<file path="src/rtl/subcarrier_demux.sv">
// OFDM subcarrier demultiplexer: classifies FFT bins from a per-symbol allocation
// vector, buffers data bins through a FIFO and strobes pilot bins out separately.
//
// Ports:
//   CLK_I, RST_I (async, active-low)
//   DAT_I/CYC_I/STB_I/WE_I/ACK_O          upstream bin stream
//   ALLOC_VEC                             2 bits per bin: 00 null, 01 data, 10 pilot, 11 reserved
//   DAT_O/DAT_IDX_O/STB_O/WE_O/CYC_O/ACK_I  downstream data bins (FIFO head)
//   PIL_DAT_O/PIL_IDX_O/PIL_STB_O         pilot strobe port, no backpressure
//   NDATA_O                               data-bin count of the latched vector
//   ERR_O                                 sticky truncated-symbol flag
module subcarrier_demux #(
    parameter int NFFT       = 64,
    parameter int DW         = 32,
    parameter int FIFO_DEPTH = 4,
    parameter int IW         = $clog2(NFFT)
) (
    input  logic              CLK_I,
    input  logic              RST_I,
    input  logic [DW-1:0]     DAT_I,
    input  logic              CYC_I,
    input  logic              STB_I,
    input  logic              WE_I,
    output logic              ACK_O,
    input  logic [2*NFFT-1:0] ALLOC_VEC,
    output logic [DW-1:0]     DAT_O,
    output logic [IW-1:0]     DAT_IDX_O,
    output logic              STB_O,
    output logic              WE_O,
    output logic              CYC_O,
    input  logic              ACK_I,
    output logic [DW-1:0]     PIL_DAT_O,
    output logic [IW-1:0]     PIL_IDX_O,
    output logic              PIL_STB_O,
    output logic [IW:0]       NDATA_O,
    output logic              ERR_O
);

    localparam int AW = $clog2(FIFO_DEPTH);
    localparam logic [AW:0] FULL_CNT = (AW+1)'(FIFO_DEPTH);

    logic [IW-1:0]     idx_q, idx_d;
    logic [2*NFFT-1:0] shadow_q, shadow_d;
    logic [IW:0]       ndata_q, ndata_d;
    logic              err_q, err_d;
    logic              cyc_q, cyc_d;
    logic              pil_stb_q, pil_stb_d;
    logic [DW-1:0]     pil_dat_q, pil_dat_d;
    logic [IW-1:0]     pil_idx_q, pil_idx_d;
    logic [AW-1:0]     wr_q, wr_d, rd_q, rd_d;
    logic [AW:0]       count_q, count_d;
    logic [DW+IW-1:0]  mem_q [FIFO_DEPTH];

    logic [1:0]        cls;
    logic              is_data, is_pil, full, empty;
    logic              ack, push, pop;
    logic [IW:0]       ndata_pc;
    logic [DW+IW-1:0]  head;
    logic              unused_we;

    assign unused_we = WE_I;

    // Bin 0 classifies straight from the live vector, since the shadow
    // copy is only captured on that same transfer.
    always_comb begin
        if (idx_q == '0) cls = ALLOC_VEC[1:0];
        else             cls = shadow_q[{idx_q, 1'b0} +: 2];
    end

    assign is_data = (cls == 2'b01);
    assign is_pil  = (cls == 2'b10);
    assign empty   = (count_q == '0);
    assign full    = (count_q == FULL_CNT);
    assign ack     = CYC_I & STB_I & (~full | ~is_data);
    assign push    = ack & is_data;
    assign pop     = ~empty & ACK_I;

    always_comb begin
        ndata_pc = '0;
        for (int k = 0; k < NFFT; k++) begin
            if (ALLOC_VEC[2*k +: 2] == 2'b01) ndata_pc = ndata_pc + (IW+1)'(1);
        end
    end

    always_comb begin
        idx_d     = idx_q;
        shadow_d  = shadow_q;
        ndata_d   = ndata_q;
        err_d     = err_q;
        cyc_d     = cyc_q;
        pil_stb_d = 1'b0;
        pil_dat_d = pil_dat_q;
        pil_idx_d = pil_idx_q;
        wr_d      = wr_q;
        rd_d      = rd_q;
        count_d   = count_q;

        if (ack) begin
            idx_d = idx_q + IW'(1);
            if (idx_q == '0) begin
                shadow_d = ALLOC_VEC;
                ndata_d  = ndata_pc;
            end
        end else if (!CYC_I && idx_q != '0) begin
            // Frame ended part-way through a symbol.
            idx_d = '0;
            err_d = 1'b1;
        end

        if (ack && is_pil) begin
            pil_stb_d = 1'b1;
            pil_dat_d = DAT_I;
            pil_idx_d = idx_q;
        end

        if (push) wr_d = wr_q + AW'(1);
        if (pop)  rd_d = rd_q + AW'(1);
        if (push && !pop)      count_d = count_q + (AW+1)'(1);
        else if (!push && pop) count_d = count_q - (AW+1)'(1);

        if (push)                    cyc_d = 1'b1;
        else if (!CYC_I && empty)    cyc_d = 1'b0;
    end

    always_ff @(posedge CLK_I or negedge RST_I) begin
        if (!RST_I) begin
            idx_q     <= '0;
            shadow_q  <= '0;
            ndata_q   <= '0;
            err_q     <= 1'b0;
            cyc_q     <= 1'b0;
            pil_stb_q <= 1'b0;
            pil_dat_q <= '0;
            pil_idx_q <= '0;
            wr_q      <= '0;
            rd_q      <= '0;
            count_q   <= '0;
        end else begin
            idx_q     <= idx_d;
            shadow_q  <= shadow_d;
            ndata_q   <= ndata_d;
            err_q     <= err_d;
            cyc_q     <= cyc_d;
            pil_stb_q <= pil_stb_d;
            pil_dat_q <= pil_dat_d;
            pil_idx_q <= pil_idx_d;
            wr_q      <= wr_d;
            rd_q      <= rd_d;
            count_q   <= count_d;
        end
    end

    always_ff @(posedge CLK_I) begin
        if (push) mem_q[wr_q] <= {DAT_I, idx_q};
    end

    // Storage is not reset, so the head is masked while the FIFO is empty.
    assign head      = empty ? '0 : mem_q[rd_q];
    assign DAT_O     = head[DW+IW-1:IW];
    assign DAT_IDX_O = head[IW-1:0];
    assign STB_O     = ~empty;
    assign WE_O      = ~empty;
    assign CYC_O     = cyc_q;
    assign ACK_O     = ack;
    assign PIL_DAT_O = pil_dat_q;
    assign PIL_IDX_O = pil_idx_q;
    assign PIL_STB_O = pil_stb_q;
    assign NDATA_O   = ndata_q;
    assign ERR_O     = err_q;

endmodule

</file>
<file path="config.mk">
export PLATFORM = sky130hd
export DESIGN_NAME = subcarrier_demux
export DESIGN_NICKNAME = d
export VERILOG_FILES = /design/src/rtl/subcarrier_demux.sv
export SDC_FILE = /design/constraint.sdc
export NUM_CORES = 1
export LEC_CHECK = 0
export CAP_MARGIN = 20
export CORE_ASPECT_RATIO = 1.5
export CORE_MARGIN = 5
export CORE_UTILIZATION = 40
export CTS_CLUSTER_DIAMETER = 150
export DETAILED_ROUTE_END_ITERATION = 10
export PLACE_DENSITY = 0.64
export SYNTH_ARGS = -nofsm -noshare
export SYNTH_HDL_FRONTEND = slang
export SYNTH_SLANG_ARGS = --single-unit
</file>
<file path="constraint.sdc">
create_clock -name CLK_I -period 5.8 [get_ports CLK_I]
set_input_delay 0.87 -clock CLK_I [delete_from_list [all_inputs] [get_ports CLK_I]]
set_output_delay 0.87 -clock CLK_I [all_outputs]
set_load 0.02 [all_outputs]
</file>
; Yosys cells after proc, flatten, opt, wreduce, memory -nomap -nowiden
; Memories as Yosys holds them, arrays and structs flattened.
; Cells that the tools add are included.
[classes]
add_sub_neg = 68
n_eq_ne = 67
shift = 1
muxes = 75
bitwise_logic = 9
reduce_logical = 16
[ops]
columns = cell, n
row1 = $add A7 B1 Y7 const B, 63
row2 = $mux W7, 63
row3 = $eq A2 B1 Y1 const B, 65
row4 = $shiftx A128 B8 Y2, 1
row5 = $mux W38, 1
row6 = $mux W6, 2
row7 = $add A6 B1 Y6 const B, 1
row8 = $logic_not A6 Y1, 1
row9 = $mux W1, 6
row10 = $mux W3, 2
row11 = $reduce_bool A2 Y1, 3
row12 = $reduce_bool A6 Y1, 1
row13 = $logic_and A1 B1 Y1, 5
row14 = $add A2 B1 Y2 const B, 2
row15 = $and A1 B1 Y1, 4
row16 = $not A1 Y1, 4
row17 = $reduce_and A2 Y1, 2
row18 = $add A3 B1 Y3 const B, 1
row19 = $eq A3 B3 Y1 const B, 1
row20 = $logic_not A1 Y1, 3
row21 = $logic_not A3 Y1, 1
row22 = $sub A3 B1 Y3 const B, 1
row23 = $eq A2 B2 Y1 const B, 1
row24 = $mux W2, 1
row25 = $or A1 B1 Y1, 1
[word_totals]
register_bits = 189
ramBits = 152
in_bits = 166
out_inout_bits = 89
wordCells = 248
mem_count = 1
[mem_list]
columns = memory, depth, width, read_ports, rd_clocked_by_memory_dff, write_ports, line
row1 = mem_q, 4, 38, 1, 0, 1, 52  ; logic [DW+IW-1:0] mem_q [FIFO_DEPTH];

; Longest topological paths before layout
; Gate-level depths: netlist (run 1).
[logic_depth]
ltp_word = 128
ltp_mapped = 177
mapped_depth_nobuf = 177

; Worst setup path after synthesis (run 1)
; OpenSTA, ideal clock, no wires.
[synth_timing]
path_kind = in2reg
startpoint = input port ALLOC_VEC[3]
endpoint = register ndata_q[6], in the netlist NDATA_O[6]
setup_time_ps = 133
t_arrival_ps = 30260
required_ps = 5667
path_slack_ps = -24593
path_stages = 173
path_buffers = 0
cell_sequence = nand2b_1 > inv_1 > ha_1 > xnor2_4 > xor2_1 > ha_1 > o221a_2 > ha_1 > mux2i_1 > inv_1 > ha_1 > or3b_2 > a21boi_0 > ha_1 > nand2_1 > nand2_1 > o21ai_0 > xnor2_1 > [137 not listed] > mux2_2 > xor2_1 > mux2_2 > ha_1 > nor2_1 > a31oi_1 > ha_1 > mux2_2 > ha_1 > mux2_2 > ha_1 > mux2_2 > ha_1 > a41oi_1 > nor2_1 > nand2_1 > xnor2_1 > o21ai_1
[synth_between]
elab_chain_cells = 126
[synth_lines]
columns = item, line
row1 = from (decl), 25  ; input logic [2*NFFT-1:0] ALLOC_VEC,
row2 = $eq A2 B1 Y1 *, 81  ; if (ALLOC_VEC[2*k +: 2] == 2'b01) ndata_pc = ndata_pc + (IW+1)'(1);
row3 = $mux W7 *, 81
row4 = $add A7 B1 Y7, 81
row5 = $mux W7 *, 81
row6 = $add A7 B1 Y7, 81
row7 = $mux W7 *, 81
row8 = $add A7 B1 Y7, 81
row9 = $mux W7 *, 81
row10 = [110 not listed], --
row11 = $add A7 B1 Y7, 81
row12 = $mux W7 *, 81
row13 = $add A7 B1 Y7, 81
row14 = $mux W7 *, 81
row15 = $add A7 B1 Y7, 81
row16 = $mux W7 *, 81
row17 = $add A7 B1 Y7, 81
row18 = $mux W7 *, 81
row19 = to (signal assigned), 141  ; ndata_q <= ndata_d;
row20 = to (decl), 44  ; logic [IW:0] ndata_q, ndata_d;
; Mark *: on every way between the ends. The rest lies on a longest branch, timed or not.
; A chain may end at the register's enable or synchronous reset.

; Final worst setup path (run 1)
[layout_timing]
startpoint = input port ALLOC_VEC[0]
endpoint = register ndata_q[6], in the netlist NDATA_O[6]
[layout_between]
elab_chain_cells = 128
elab_cells_between_ends = 134
classes_between = 63 x add/sub / 2 x eq/ne / 65 x mux / 3 x bitwise / 1 x reduce/logical
[layout_lines]
columns = item, line
row1 = $eq A2 B1 Y1, 81
row2 = $mux W1, 81
row3 = $add A7 B1 Y7, 81
row4 = $mux W7, 81
row5 = $add A7 B1 Y7, 81
row6 = $mux W7, 81
row7 = $add A7 B1 Y7, 81
row8 = $mux W7, 81
row9 = [112 not listed], --
row10 = $add A7 B1 Y7, 81
row11 = $mux W7, 81
row12 = $add A7 B1 Y7, 81
row13 = $mux W7, 81
row14 = $add A7 B1 Y7, 81
row15 = $mux W7, 81
row16 = $add A7 B1 Y7, 81
row17 = $mux W7, 81
; Several ways; a longest one is shown, not always the timed one.

==> results.py, run 1 <==
metrics = {
    "timing": {
        "clock.fmax_mhz": 34.6,
        "fin_crit_sh_pct": 499,
        "fin_crit_ns": 28.94,
        "fin_skew_ns": 0.0382,
        "slew_violations": 0,
        "final_critical_path_setup_slack_ns": -23.14,
        "rsz0062_at_grt": "true",
        "slew_headroom_pct": 31.4,
        "worst_pin_slew_ns": 1.03,
        "setup_violations": 7,
        "final_hold_viol_count": 0,
    },
    "clock_network": {
        "cts_buffer_depth": 3,
        "clock-sinks": 341,
        "cts_buffers": 36,
        "cts-hold-fix-buffers": 0,
        "clk_pin_slew_ns": 0.07,
        "cts_tree": "built",
        "root_buffer": "clkbuf_16",
        "clk_latency_ns": 0.57,
        "htreeDepth": 2,
    },
    "grt": {
        "grt_max_degree": 104,
        "antenna_found_initial": 1,
        "track_usage_pct": 22.6,
        "grt-ovfl-total": 0,
        "first_global_vias": 24500,
        "grt_pass1_wl_um": 128000,
    },
    "detailed_routing": {
        "post-route-drc-count": 0,
        "wirelength_met1_um": 29200,
        "ant_nets": 0,
        "drt_pass1_iterations": 5,
        "wl_per_cell_um": 18.6,
        "drtIter0Drc": 979,
        "met2WireLength_um": 44900,
        "vias_per_cell": 5.26,
        "num_vias": 22700,
        "wl_met3_um": 3130,
        "drt-total-wl_um": 80200,
        "highest_layer": "met4",
    },
    "critical_path": {
        "worstSetupEndpointType": "register",
        "cp.arrival_ns": 29.38,
        "cpMostUsedCell": "ha_1",
        "start_kind": "input pin",
        "crit_fanout": 3,
        "timing.critical_path.slowest_cell_delay_ns": 0.39,
        "slowest_stage": "or3_1",
        "required_ns": 6.24,
        "path_class": "input pin to register",
    },
    "yosys": {
        "synth_area_um2": 25600,
        "ys.flop_type": "dfrtp_1",
        "ys_types": 103,
        "ys_seq_area_share_pct": 36.3,
        "syn_nets": 2631,
        "yosysWarningCount": 0,
        "syn_area_per_cell_um2": 10.7,
        "async_flop_share_pct": 55.4,
        "yosysTopAreaCellShare_pct": 18.5,
        "syn_inst": 2394,
        "yosys-top-cells-area": "dfrtp_1 (18%), edfxtp_1 (18%), mux2_2 (7.9%)",
        "synth_edf_count": 152,
        "ys_ff_latch": 341,
        "yosysTopAreaCell": "dfrtp_1",
    },
    "hold_path": {
        "min_path_type": "input pin to async pin",
    },
    "cells_and_area": {
        "seqCellArea_um2": 9300,
        "final_common_cell": "buf_4",
        "multi_input_area_um2": 16900,
        "final_cell_mix": "buf_4 (868), clkdlybuf4s50_1 (246), xnor2_1 (195)",
        "fin_nets": 3722,
        "antennaDiodeCount": 0,
        "fin_util_pct": 60.2,
        "num-fill-cells": 5266,
        "area_growth_pct": 48.9,
        "drive_gt1_share_pct": 41.1,
    },
    "place": {
        "post-dp-hpwl_um": 63300,
        "gp_congestion": 0.884,
        "portBuffers": 253,
    },
    "run_status": {
        "outcome": "finished, violations left",
        "violations": "negative setup slack",
    },
    "floorplan": {
        "initial_core_util_pct": 40.4,
        "rows": 113,
        "core_um2": 63300,
        "die-area_um2": 69200,
        "die_h_um": 320,
        "io_pins": 255,
        "die_w_um": 217,
    },
    "run": {
        "drv_cap": 0,
    },
}
[metal layers]
layer  up-vias  global-route usage [%]
met3       164                    3.38
met1     11200                    23.6
met5         -                       0
met2       501                    45.3
met4         0                    7.48
li1      10900                       -
[metrics by stage]
step	area, um^2	setup TNS (ns)	cells	setup WS [ns]	hold WS, ns
6_report	38100	-141.17	4318	-23.14	0.367
5_1_grt	38100	-150.42	4318	-24.64	0.411
4_1_cts	37500	-138.50	4285	-22.73	0.373
3_5_place_dp	35700	-145.60	4165	-23.84	0.460
3_3_place_gp	35700	-140.10	4165	-22.94	0.456
2_1_floorplan	26300	-133.24	2394	-22.19	0.445
[synth_stat cells, types with 15 or more instances]
cell type,count
xnor2_1,221
nand2_1,200
dfrtp_1,189
mux2_2,179
nor2_1,155
edfxtp_1,152
xor2_1,110
o21ai_0,93
a21oi_1,85
mux4_2,80
nor2b_1,75
ha_1,70
clkbuf_1,69
nand3_1,59
nand2b_1,58
and2_1,57
inv_1,46
nor3_1,43
nand3b_1,32
a31oi_1,29
a211oi_1,21
xnor3_1,21
nand4_1,20
mux2i_1,17
buf_1,16
or3_1,15
xnor2_2,15
[sequential cells by signal, indices dropped and copies added (netlist names), 2 cells and up]
name / flops
mem_q: 152
PIL_IDX_O: 6
idx_q: 6
wr_q: 2
count_q: 3
rd_q: 2
PIL_DAT_O: 32
NDATA_O: 7
shadow_q: 128
[path summary, 6_finish.rpt]
kind	start	end	slack, ns	cells after the start
min in group CLK_I	ERR_O	ERR_O	0.49	1
max in group asynchronous	RST_I	shadow_q[56]	4.33	2
min reg2reg	ERR_O	ERR_O	0.49	1
max	ALLOC_VEC[0]	NDATA_O[6]	-23.14	175
min	RST_I	PIL_DAT_O[7]	0.37	1
max reg2reg	idx_q[0]	count_q[2]	0.75	15
[cell families after synthesis]
logic type | after synthesis | share of synthesized area, %
AO/OA/AOI/OAI | 369 | 9.49
XOR/XNOR | 396 | 16.7
adder cells (fa/ha/maj) | 72 | 3.54
buffers and inverters | 144 | 2.24
flip-flops | 341 | 36.3
multiplexers | 278 | 15.7
AND/OR/NAND/NOR | 794 | 16.0
[what timing repair did]
action | CTS | global route
resized for setup | 44 | 70
setup endpoints to repair | 7 | 7
setup buffers | 54 | 33
pin swaps | 44 | 111
[final cells by class]
| cell class | count | share of cell area (%) |
|---|---|---|
| flip-flops and latches | 341 | 24.4 |
| clock buffers | 44 | 2.50 |
| repair buffers | 1148 | 24.8 |
| well taps | 805 | 2.64 |
| inverters | 49 | 0.496 |
| multi-input cells | 1909 | 44.4 |
| clock inverters | 22 | 0.726 |
[critical path, delay by kind of cell]
kind	cells	cell delay, ns
muxes	9	2.21
xor gates and xnor gates	25	3.88
AOI/OAI and AO/OA	59	8.20
adders and majority gates	33	8.77
buffers and inverters	14	1.43
and+or+nand+nor	35	3.98
Power of run 1 is left out: the tool's default activity adds up to more than one toggle a clock period on the data nets, which glitch-free logic cannot reach.
==> inputs of run 2 (changes only) <==
--- a/config.mk
+++ b/config.mk
@@ -7,11 +7,11 @@
 export LEC_CHECK = 0
 export CAP_MARGIN = 20
 export CORE_ASPECT_RATIO = 1.5
-export CORE_MARGIN = 5
-export CORE_UTILIZATION = 40
+export CORE_MARGIN = 3
+export CORE_UTILIZATION = 35
 export CTS_CLUSTER_DIAMETER = 150
 export DETAILED_ROUTE_END_ITERATION = 10
-export PLACE_DENSITY = 0.64
+export PLACE_DENSITY = 0.58
 export SYNTH_ARGS = -nofsm -noshare
 export SYNTH_HDL_FRONTEND = slang
 export SYNTH_SLANG_ARGS = --single-unit
==> results.py, run 2 (synthesis results as in run 1) <==
metrics = {
    "cells_and_area": {
        "fin_nets": 3778,
        "num-fill-cells": 6315,
        "area_growth_pct": 51.4,
        "drive_gt1_share_pct": 42.8,
        "regMostFlops": "mem_q",
        "final_common_cell": "buf_4",
        "postLayoutCellArea_um2": 38800,
        "largest_reg_flops": 152,
        "final_cell_mix": "buf_4 (933), clkdlybuf4s50_1 (246), xnor2_1 (194)",
    },
    "critical_path": {
        "crit_start": "ALLOC_VEC[3]",
        "start_kind": "input pin",
        "worstSetupEndpointType": "register",
        "cpMostUsedCell": "ha_1",
        "required_ns": 6.23,
        "slowest_stage": "or3_4",
        "timing.critical_path.slowest_cell_delay_ns": 0.40,
        "crit_fanout": 3,
        "regToRegStartpoint": "idx_q[0]",
        "cp.arrival_ns": 29.02,
        "path_class": "input pin to register",
    },
    "grt": {
        "grt_max_degree": 105,
        "track_usage_pct": 20.7,
        "antenna_found_initial": 2,
        "grt-ovfl-total": 0,
        "grt_pass1_wl_um": 127000,
        "first_global_vias": 24500,
    },
    "floorplan": {
        "die_h_um": 337,
        "core_um2": 71900,
        "die-area_um2": 76500,
        "rows": 120,
        "initial_core_util_pct": 35.6,
        "die_w_um": 227,
        "io_pins": 255,
    },
    "run": {
        "drv_cap": 0,
    },
    "clock_network": {
        "cts_buffers": 36,
        "clk_pin_slew_ns": 0.06,
        "clk_latency_ns": 0.58,
        "cts_tree": "built",
        "clock-sinks": 341,
        "cts-hold-fix-buffers": 0,
        "cts_buffer_depth": 3,
        "root_buffer": "clkbuf_16",
        "htreeDepth": 2,
    },
    "timing": {
        "setup_violations": 7,
        "final_critical_path_setup_slack_ns": -22.80,
        "fin_crit_sh_pct": 493,
        "finalHoldWorstSlack_ns": 0.449,
        "rsz0062_at_grt": "true",
        "slew_violations": 0,
        "fin_skew_ns": 0.0282,
        "slew_headroom_pct": 35.7,
        "clock.fmax_mhz": 35.0,
        "final_hold_viol_count": 0,
        "fin_crit_ns": 28.60,
        "worst_pin_slew_ns": 0.965,
    },
    "hold_path": {
        "min_path_type": "input pin to async pin",
    },
    "place": {
        "dp_slack_ns": -23.91,
        "post-dp-hpwl_um": 62900,
        "dpl_cell_area_um2": 35900,
        "gp_congestion": 0.930,
        "portBuffers": 253,
    },
    "run_status": {
        "outcome": "finished, violations left",
        "violations": "negative setup slack",
    },
    "detailed_routing": {
        "drt_pass1_iterations": 5,
        "ant_nets": 0,
        "vias_per_cell": 5.11,
        "post-route-drc-count": 0,
        "drtIter0Drc": 959,
        "wl_per_cell_um": 17.9,
        "num_vias": 22900,
        "drt-total-wl_um": 80200,
    },
}
==> run 2: metal layers <==
| layer | share of wire (%) | vias up | global-route usage, % |
|---|---|---|---|
| met3 | 3.7 | 192 | 2.54 |
| met1 | 38 | 11200 | 22.5 |
| li1 | - | 11000 | - |
| met2 | 54 | 505 | 40.1 |
| met4 | 4.5 | 0 | 8.86 |
| met5 | 0 | - | 0 |
==> run 2: layout make-up <==
type                            instances  area, um^2  share of cell area (%)
Multi-Input combinational cell       1909       17000                    44.0
Timing Repair Buffer                 1204        9830                    25.4
Sequential cell                       341        9300                    24.0
Antenna cell                            1        2.50                 0.00646
Inverter                               49         184                   0.475
Clock buffer                           45         986                    2.54
Clock inverter                         20         280                   0.723
Tap cell                              915        1140                    2.95
==> run 2: what timing repair did <==
| item | CTS | global route |
|---|---|---|
| pin swaps | 119 | 138 |
| setup buffers | 105 | 28 |
| resized for setup | 81 | 66 |
| endpoints found under the setup margin | 7 | 7 |
==> run 2: worst max-delay path: cells and delay by family <==
| kind | cells | cell delay (ns) |
|---|---|---|
| adders and majority gates | 30 | 8.14 |
| AOI/OAI and AO/OA | 56 | 7.10 |
| and+or+nand+nor | 38 | 4.43 |
| xor gates and xnor gates | 23 | 3.62 |
| buffers and inverters | 22 | 2.48 |
| muxes | 9 | 2.38 |
==> run 2: final timing paths <==
kind / endpoint / slack (ns) / cells past startpoint
max: NDATA_O[6] / -22.80 / 178
min: PIL_DAT_O[11] / 0.45 / 1
max reg2reg: count_q[2] / 0.97 / 15
min reg2reg: NDATA_O[0] / 0.49 / 2
max in group asynchronous: idx_q[0] / 4.34 / 2
min in group CLK_I: NDATA_O[0] / 0.49 / 2
==> run 2: stage by stage <==
| step | setup TNS [ns] | util, % | instances |
|---|---|---|---|
| CTS | -137.25 | 53.2 | 4463 |
| global placement | -139.78 | 49.9 | 4293 |
| finish | -138.09 | 53.9 | 4484 |
| floorplan | -133.24 | - | 2394 |
| detailed placement | -145.79 | 49.9 | 4293 |
| global route | -147.82 | 53.9 | 4483 |
Power of run 2 is left out for the same reason.
